===== config.mk =====
export PLATFORM = sky130hd
export DESIGN_NAME = memory_bus_arbiter
export DESIGN_NICKNAME = d
export VERILOG_FILES = /design/src/rtl/memory_bus_arbiter_pkg.sv /design/src/rtl/memory_bus_arbiter_tag_fifo.sv /design/src/rtl/memory_bus_arbiter.sv
export SDC_FILE = /design/constraint.sdc
export NUM_CORES = 1
export LEC_CHECK = 0
export CORE_AREA = 2 2 158 160
export CTS_CLUSTER_DIAMETER = 50
export DETAILED_ROUTE_END_ITERATION = 16
export DIE_AREA = 0 0 160 162
export PLACE_DENSITY = 0.49
export RECOVER_POWER = 100
export SLEW_MARGIN = 10
export SYNTH_ARGS = -nofsm -noshare
export SYNTH_HDL_FRONTEND = slang
export SYNTH_HIERARCHICAL = 1
export SYNTH_SLANG_ARGS = --single-unit

===== constraint.sdc =====
create_clock -name iCLOCK -period 2.9 [get_ports iCLOCK]
set_clock_uncertainty 0.05 [all_clocks]
set_input_delay 0.58 -clock iCLOCK [delete_from_list [all_inputs] [get_ports iCLOCK]]
set_output_delay 0.58 -clock iCLOCK [all_outputs]
set_load 0.01 [all_outputs]

===== src/rtl/memory_bus_arbiter_pkg.sv =====
// -----------------------------------------------------------------------------
// memory_bus_arbiter_pkg
// Shared definitions for the two-master memory bus arbiter:
//   - order_e  : access-size encoding carried on the ORDER fields
//   - owner_t  : one-bit owner ID stored in the in-order tag FIFO
//   - OWNER_M0 / OWNER_M1 : IDs of the fetch and load/store masters
// -----------------------------------------------------------------------------
package memory_bus_arbiter_pkg;

  typedef enum logic [1:0] {
    ORDER_BYTE = 2'b00,
    ORDER_HALF = 2'b01,
    ORDER_WORD = 2'b10,
    ORDER_NONE = 2'b11
  } order_e;

  typedef logic owner_t;

  localparam owner_t OWNER_M0 = 1'b0;
  localparam owner_t OWNER_M1 = 1'b1;

endpackage


===== src/rtl/memory_bus_arbiter_tag_fifo.sv =====
// -----------------------------------------------------------------------------
// memory_bus_arbiter_tag_fifo
// In-order FIFO of owner IDs, one entry per outstanding read. The head entry
// names the master that owns the next read return.
// Ports:
//   clock_i, reset_i  : clock and synchronous active-high reset
//   push_i            : store pushOwner_i (ignored when full)
//   pushOwner_i       : owner ID of the accepted read
//   pop_i             : retire the head entry (ignored when empty)
//   headOwner_o       : owner ID at the head
//   full_o, empty_o   : level flags
//   count_o           : number of stored entries, 0..P_DEPTH
// -----------------------------------------------------------------------------
module memory_bus_arbiter_tag_fifo
  import memory_bus_arbiter_pkg::*;
#(
  parameter int P_DEPTH = 4
) (
  input  logic                         clock_i,
  input  logic                         reset_i,
  input  logic                         push_i,
  input  owner_t                       pushOwner_i,
  input  logic                         pop_i,
  output owner_t                       headOwner_o,
  output logic                         full_o,
  output logic                         empty_o,
  output logic [$clog2(P_DEPTH+1)-1:0] count_o
);

  localparam int PTR_W = (P_DEPTH > 1) ? $clog2(P_DEPTH) : 1;
  localparam int CNT_W = $clog2(P_DEPTH + 1);

  owner_t             mem_q [P_DEPTH];
  logic [PTR_W-1:0]   wrPtr_q, wrPtr_d;
  logic [PTR_W-1:0]   rdPtr_q, rdPtr_d;
  logic [CNT_W-1:0]   count_q, count_d;
  logic               doPush, doPop;

  assign full_o      = (count_q == CNT_W'(P_DEPTH));
  assign empty_o     = (count_q == '0);
  assign count_o     = count_q;
  assign headOwner_o = mem_q[rdPtr_q];

  assign doPush = push_i && !full_o;
  assign doPop  = pop_i && !empty_o;

  // Depth is a power of two, so the pointers wrap by natural overflow.
  always_comb begin
    wrPtr_d = wrPtr_q;
    rdPtr_d = rdPtr_q;
    count_d = count_q;
    if (doPush) wrPtr_d = wrPtr_q + PTR_W'(1);
    if (doPop)  rdPtr_d = rdPtr_q + PTR_W'(1);
    case ({doPush, doPop})
      2'b10:   count_d = count_q + CNT_W'(1);
      2'b01:   count_d = count_q - CNT_W'(1);
      default: count_d = count_q;
    endcase
  end

  always_ff @(posedge clock_i) begin
    if (reset_i) begin
      wrPtr_q <= '0;
      rdPtr_q <= '0;
      count_q <= '0;
    end else begin
      wrPtr_q <= wrPtr_d;
      rdPtr_q <= rdPtr_d;
      count_q <= count_d;
    end
  end

  // Entry storage needs no reset: an entry is only read after being written.
  always_ff @(posedge clock_i) begin
    if (doPush) mem_q[wrPtr_q] <= pushOwner_i;
  end

endmodule


===== src/rtl/memory_bus_arbiter.sv =====
// -----------------------------------------------------------------------------
// memory_bus_arbiter
// Arbitrates a fetch master (M0) and a load/store master (M1) onto one memory
// request bus with zero-latency grant, and routes in-order read returns back
// to their owner using a tag FIFO.
// Ports:
//   iCLOCK, iRESET_SYNC           : clock, synchronous active-high reset
//   iMx_REQ / oMx_LOCK            : request and "not accepted this cycle"
//   iMx_ORDER/RW/ADDR/DATA        : per-master command fields
//   oMx_VALID/oMx_DATA, iMx_BUSY  : per-master read-return channel
//   oMEMORY_REQ/ORDER/RW/ADDR/DATA, iMEMORY_LOCK : shared request bus
//   iMEMORY_VALID/DATA, oMEMORY_BUSY             : shared return bus
//   oERROR                        : sticky, return seen with no read pending
// Configuration macro:
//   MEMORY_ARB_ROUND_ROBIN_EN defined   -> round-robin between masters
//   MEMORY_ARB_ROUND_ROBIN_EN undefined -> fixed priority, M1 wins
// -----------------------------------------------------------------------------
module memory_bus_arbiter
  import memory_bus_arbiter_pkg::*;
#(
  parameter int P_TAG_DEPTH = 4
) (
  input  logic        iCLOCK,
  input  logic        iRESET_SYNC,
  input  logic        iM0_REQ,
  output logic        oM0_LOCK,
  input  logic [1:0]  iM0_ORDER,
  input  logic        iM0_RW,
  input  logic [31:0] iM0_ADDR,
  input  logic [31:0] iM0_DATA,
  output logic        oM0_VALID,
  output logic [63:0] oM0_DATA,
  input  logic        iM0_BUSY,
  input  logic        iM1_REQ,
  output logic        oM1_LOCK,
  input  logic [1:0]  iM1_ORDER,
  input  logic        iM1_RW,
  input  logic [31:0] iM1_ADDR,
  input  logic [31:0] iM1_DATA,
  output logic        oM1_VALID,
  output logic [63:0] oM1_DATA,
  input  logic        iM1_BUSY,
  output logic        oMEMORY_REQ,
  input  logic        iMEMORY_LOCK,
  output logic [1:0]  oMEMORY_ORDER,
  output logic        oMEMORY_RW,
  output logic [31:0] oMEMORY_ADDR,
  output logic [31:0] oMEMORY_DATA,
  input  logic        iMEMORY_VALID,
  output logic        oMEMORY_BUSY,
  input  logic [63:0] iMEMORY_DATA,
  output logic        oERROR
);

  localparam int CNT_W = $clog2(P_TAG_DEPTH + 1);

  owner_t           grantOwner;
  owner_t           prioOwner;
  owner_t           headOwner;
  logic             eligible0, eligible1;
  logic             memReq, accept;
  logic             tagFull, tagEmpty, tagPush, tagPop;
  logic [CNT_W-1:0] tagCount;
  logic             headBusy;
  logic             error_q, error_d;

  // A read cannot be granted while the tag FIFO is full, but a write from the
  // other master may still go through, so a blocked read drops out of the
  // contest instead of stalling the whole bus.
  always_comb begin
    eligible0  = iM0_REQ && !(!iM0_RW && tagFull);
    eligible1  = iM1_REQ && !(!iM1_RW && tagFull);
    grantOwner = OWNER_M0;
    if (eligible0 && eligible1) grantOwner = prioOwner;
    else if (eligible1)         grantOwner = OWNER_M1;
    memReq = !iRESET_SYNC && (eligible0 || eligible1);
  end

  assign oMEMORY_REQ   = memReq;
  assign oMEMORY_ORDER = (grantOwner == OWNER_M1) ? iM1_ORDER : iM0_ORDER;
  assign oMEMORY_RW    = (grantOwner == OWNER_M1) ? iM1_RW    : iM0_RW;
  assign oMEMORY_ADDR  = (grantOwner == OWNER_M1) ? iM1_ADDR  : iM0_ADDR;
  assign oMEMORY_DATA  = (grantOwner == OWNER_M1) ? iM1_DATA  : iM0_DATA;

  assign accept   = memReq && !iMEMORY_LOCK;
  assign oM0_LOCK = !(accept && (grantOwner == OWNER_M0));
  assign oM1_LOCK = !(accept && (grantOwner == OWNER_M1));
  assign tagPush  = accept && !oMEMORY_RW;

`ifdef MEMORY_ARB_ROUND_ROBIN_EN
  owner_t prio_q, prio_d;

  // Priority moves to the other master only on an accepted grant, so a
  // locked bus keeps offering the same master.
  always_comb begin
    prio_d = prio_q;
    if (accept) prio_d = (grantOwner == OWNER_M0) ? OWNER_M1 : OWNER_M0;
  end

  always_ff @(posedge iCLOCK) begin
    if (iRESET_SYNC) prio_q <= OWNER_M0;
    else             prio_q <= prio_d;
  end

  assign prioOwner = prio_q;
`else
  assign prioOwner = OWNER_M1;
`endif

  memory_bus_arbiter_tag_fifo #(
    .P_DEPTH(P_TAG_DEPTH)
  ) u_tagFifo (
    .clock_i    (iCLOCK),
    .reset_i    (iRESET_SYNC),
    .push_i     (tagPush),
    .pushOwner_i(grantOwner),
    .pop_i      (tagPop),
    .headOwner_o(headOwner),
    .full_o     (tagFull),
    .empty_o    (tagEmpty),
    .count_o    (tagCount)
  );

  // Returns follow the FIFO head; with nothing outstanding the return is
  // dropped and only flagged through oERROR.
  assign headBusy     = (headOwner == OWNER_M1) ? iM1_BUSY : iM0_BUSY;
  assign oMEMORY_BUSY = !iRESET_SYNC && !tagEmpty && headBusy;
  assign oM0_VALID    = !iRESET_SYNC && iMEMORY_VALID && !tagEmpty && (headOwner == OWNER_M0);
  assign oM1_VALID    = !iRESET_SYNC && iMEMORY_VALID && !tagEmpty && (headOwner == OWNER_M1);
  assign oM0_DATA     = iMEMORY_DATA;
  assign oM1_DATA     = iMEMORY_DATA;
  assign tagPop       = iMEMORY_VALID && !tagEmpty && !oMEMORY_BUSY;

  always_comb begin
    error_d = error_q;
    if (iMEMORY_VALID && (tagCount == '0)) error_d = 1'b1;
  end

  always_ff @(posedge iCLOCK) begin
    if (iRESET_SYNC) error_q <= 1'b0;
    else             error_q <= error_d;
  end

  assign oERROR = error_q;

endmodule


# == Word-level counts from Yosys, hierarchy flattened ==
# Memories as Yosys holds them, arrays and structs flattened. A register that Yosys moved wholly into a read port is not among the register bits.
# Cells that the tools add are included.
# classes
n_mux,12
n_reduce_logical,36
add_sub_neg,4
bitwise,2
eq_ne,3
# op_table
op,n
2-to-1 mux 32 bit,2
logical AND 1 bit,21
zero test 1 bit,12
2-to-1 mux 1 bit,6
2-to-1 mux 2 bit,3
one-hot mux 3 bit (2 select lines),1
adder 2 x 1 -> 2 bit (second input constant),2
adder 3 x 1 -> 3 bit (second input constant),1
== test 3 bit (second input constant),1
zero test 3 bit,1
subtractor 3 x 1 -> 3 bit (second input constant),1
== test 2 x 1 -> 1 bit (second input constant),1
== test 2 bit (second input constant),1
NOT 1 bit,2
nonzero test 2 bit,1
logical OR 1 bit,1
# totals
n_memories,1
out_inout_bits,202
ramBits,4
regBits,8
elab_cells,62
in_bits,206
# memory_table
memory,depth,width,read_ports,rd_clocked_by_memory_dff,write_ports,line_no,source
u_tagFifo.mem_q,4,1,1,1,1,memory_bus_arbiter_tag_fifo.sv:33,owner_t mem_q [P_DEPTH];

# == Depth between registers and ports, before layout ==
# depth
ltp_word,12
mapped_depth,12
ltp_nobuf,12

# == By module ==
# The synthesis kept the hierarchy.
# by_module_without_submodules
module,area_per_inst_um2,n_inst,cells_each
memory_bus_arbiter,1936.9,1,226
memory_bus_arbiter_tag_fifo,618.1,1,59

# == Worst setup path after synthesis ==
# Ideal clock, no wire load.
# synth_path
kind,reg-to-reg
start,reg with a tool-made name
end,reg u_tagFifo.count_q[2] (netlist: u_tagFifo/count_o[2])
t_arrival_ns,2.654
required_ns,2.780
slack_ns,0.126
n_path_buf,0
period_less_slack_ns,2.774
path_stages_with_launch,13
path_cell_list,dfxtp_1 -> mux4_2 -> mux2i_1 -> nor3_1 -> nor3b_1 -> o31ai_1 -> inv_1 -> ha_1 -> inv_1 -> fa_1 -> xor2_1 -> or3_1 -> a21oi_1
# synth_lines
element,line_no,source
to (signal assigned),memory_bus_arbiter_tag_fifo.sv:69,count_q <= count_d;
to (decl),memory_bus_arbiter_tag_fifo.sv:36,"logic [CNT_W-1:0] count_q, count_d;"

==> results <==
-- Yosys cell counts (all sizes together) --
master,instances,area [um^2]
nand2b,2,12.5
o22a,1,8.76
or3,3,18.8
dfxtp,10,200
o21ai,7,46.3
mux2,66,743
nor3b,2,20.0
mux4,1,22.5
nor3,2,15.0
o31ai,1,7.51
nor4b,2,17.5
nand2,4,15.0
buf,136,1020
edfxtp,4,120
xor2,3,26.3
o2111ai,1,8.76
nor2,9,33.8
a21oi,5,25.0
inv,11,41.3
fa,1,20.0
nor4,1,6.26
nor4bb,1,10.0
and2,4,25.0
ha,5,62.6
a31oi,1,6.26
mux2i,1,10.0
nand3b,1,7.51
-- cell families after synthesis --
kind of cell             count (synthesis)  synth area share
XOR/XNOR                                 3            0.0103
adder cells (fa/ha/maj)                  6            0.0323
AO/OA/AOI/OAI                           16            0.0402
multiplexers                            68             0.304
flip-flops                              14             0.125
AND/OR/NAND/NOR                         31            0.0710
buffers and inverters                  147             0.417
-- worst register-to-register path: stages (launching register included) --
cell and delay [ns]:
edfxtp_1 0.35, mux4_2 0.51, mux2i_1 0.20, nor3_2 0.07, nor3b_2 0.24, o31ai_2 0.11
inv_1 0.09, ha_2 0.19, inv_2 0.04, fa_2 0.33, xor2_1 0.15, or3_1 0.33
a21oi_2 0.13
-- power breakdown --
part           internal (mW)  total [mW]  switching, mW
Sequential             0.205       0.208        0.00250
Combinational          0.370       0.551          0.181
Clock                  0.182       0.261         0.0783
-- worst paths after layout --
path / from / to / slack [ns] / cells past startpoint
min: oERROR$_SDFFE_PP0P_ / oERROR$_SDFFE_PP0P_ / 0.42 / 2
min reg2reg: oERROR$_SDFFE_PP0P_ / oERROR$_SDFFE_PP0P_ / 0.42 / 2
max reg2reg: u_tagFifo/mem_q[3]$_DFFE_PP_ / u_tagFifo/count_o[2]$_SDFFE_PP0P_ / 0.06 / 12
max: u_tagFifo/mem_q[3]$_DFFE_PP_ / u_tagFifo/count_o[2]$_SDFFE_PP0P_ / 0.06 / 12
-- metal layers --
layer	track usage	part of all wire	wire length, um
met1	0.0894	0.40	4220
met2	0.123	0.48	5110
met3	0.0163	0.077	825
met4	0.0356	0.047	506
met5	0	0	0
-- per-stage QoR --
step / hold WS [ns] / utilization / setup WS, ns / total power, mW / std cells
3_5_place_dp: 0.425 / 0.181 / -0.309 / 0.786 / 717
4_1_cts: 0.437 / 0.183 / -0.0396 / 1.03 / 722
6_report: 0.417 / 0.190 / 0.0635 / 1.02 / 727
2_1_floorplan: 0.409 / - / 0.126 / 0.562 / 285
3_3_place_gp: 0.424 / 0.181 / -0.262 / 0.787 / 717
5_1_grt: 0.447 / 0.190 / -0.0860 / 1.07 / 727
-- cell type report --
class | instances | area [um^2] | share of cell area
Clock buffer | 3 | 75.1 | 0.0164
Multi-Input combinational cell | 124 | 1210 | 0.264
Sequential cell | 14 | 324 | 0.0709
Clock inverter | 1 | 3.75 | 0.000821
Tap cell | 324 | 405 | 0.0887
Timing Repair Buffer | 250 | 2510 | 0.550
Inverter | 11 | 41.3 | 0.00903
-- what timing repair did --
action                     CTS  global route
gates resized for setup     34            84
hold buffers                 0             0
setup buffers                1             4
pin swaps                    0             2
setup endpoints to repair   69            33
cloned                       0             1
==> flow_summary_export.csv <==
group,metric,value,unit
status,status,"completed",
floorplan,num_rows,57,
yosys,synth_fp_nets,497,
yosys,avgSynthCellArea,8.96,um^2
routing,final_antenna_net_count,0,
clock_network,path_clk_slew,0.05,ns
clock_network,clk_latency,0.24,ns
sta,final.setup.tns,0,ns
yosys,ys_ff_latch,14,
power,irDropWorstVdd,0.231,mV
critical_path,endpoint_kind,"register",
routing,drc_errors,0,
sta,max_slew_margin,0.815,
critical_path,critPathLaunchType,"register",
critical_path,critical_path_class,"register to register",
cells_and_area,antennaDiodeCount,0,
floorplan,die_x,160,um
global_routing,grt_pass1_vias,2334,
clock_network,htreeDepth,1,
global_routing,grt_overflow,0,
sta,setup_viol,0,
placement,gp_congestion,0.675,
sta,post-route-min-period,2.84,ns
placement,place.port_buffers,215,
global_routing,grt_pass1_wl,14500,um
cells_and_area,area_growth,78.9,%
critical_path,cp.arrival,2.96,ns
floorplan,coreArea,24100,um^2
cells_and_area,nFillCells,2774,
critical_path,crit_required,3.02,ns
cells_and_area,fin_area,4570,um^2
critical_path,crit_path_max_incr_delay,0.51,ns
routing,drtIter0Drc,42,
routing,routed_via_density,3.09,
routing,dr.pass1.iters,4,
clock_network,clock-root-buffer,"clkbuf_16",
sta,maxSlewViolCount,0,
critical_path,worst_path_max_delay_cell,"mux4_2",
routing,wirelength,10700,um
cells_and_area,final_cell_mix,"clkdlybuf4s50_1, mux2_2, dlymetal6s2s_1",
critical_path,cp_top_family,"multiplexers",
placement,placed_area,4360,um^2
clock_network,cts-buffers-inserted,3,
cells_and_area,final_common_cell,"clkdlybuf4s50_1",
cells_and_area,drive_gt1_frac,0.320,
floorplan,start_util,0.106,
min_path,hp-class,"register to register",
floorplan,dieHeight,162,um
yosys,yosysWarnings,6,
sta,hold_viol,0,
global_routing,antenna_found_initial,2,
sta,rsz0062_at_grt,"yes",
yosys,ys_seq_area_frac,0.125,
clock_network,cts.sinks,14,
global_routing,grt_max_degree,21,
cells_and_area,final_nets,616,
sta,fin_crit_sh,0.978,
floorplan,dieArea,25900,um^2
power,power_density,223,nW/um^2
critical_path,timing.critical_path.buf_inv,2,
placement,dp_hpwl,9200,um
routing,vias,2248,
yosys,syn_inst,285,
power,leakagePower,1.95,nW
clock_network,cts_max_path_buffers,2,
critical_path,worstPathCellList,"mux4_2 -> mux2i_1 -> nor3_2 -> nor3b_2 -> o31ai_2 -> inv_1 -> ha_2 -> inv_2 -> fa_2 -> xor2_1 -> or3_1 -> a21oi_2",
routing,wire_per_inst,14.7,um
yosys,synthDistinctLibCells,34,
job,cap_violations,0,
critical_path,critPathMaxFanout,2,
yosys,synth_area,2550,um^2
sta,tightest_slew,0.274,ns
sta,max_freq,353,MHz
clock_network,cts_tree,"yes",
floorplan,ios,408,
global_routing,grt_usage,0.0736,
No activity file was read; power rests on OpenSTA's default activity.
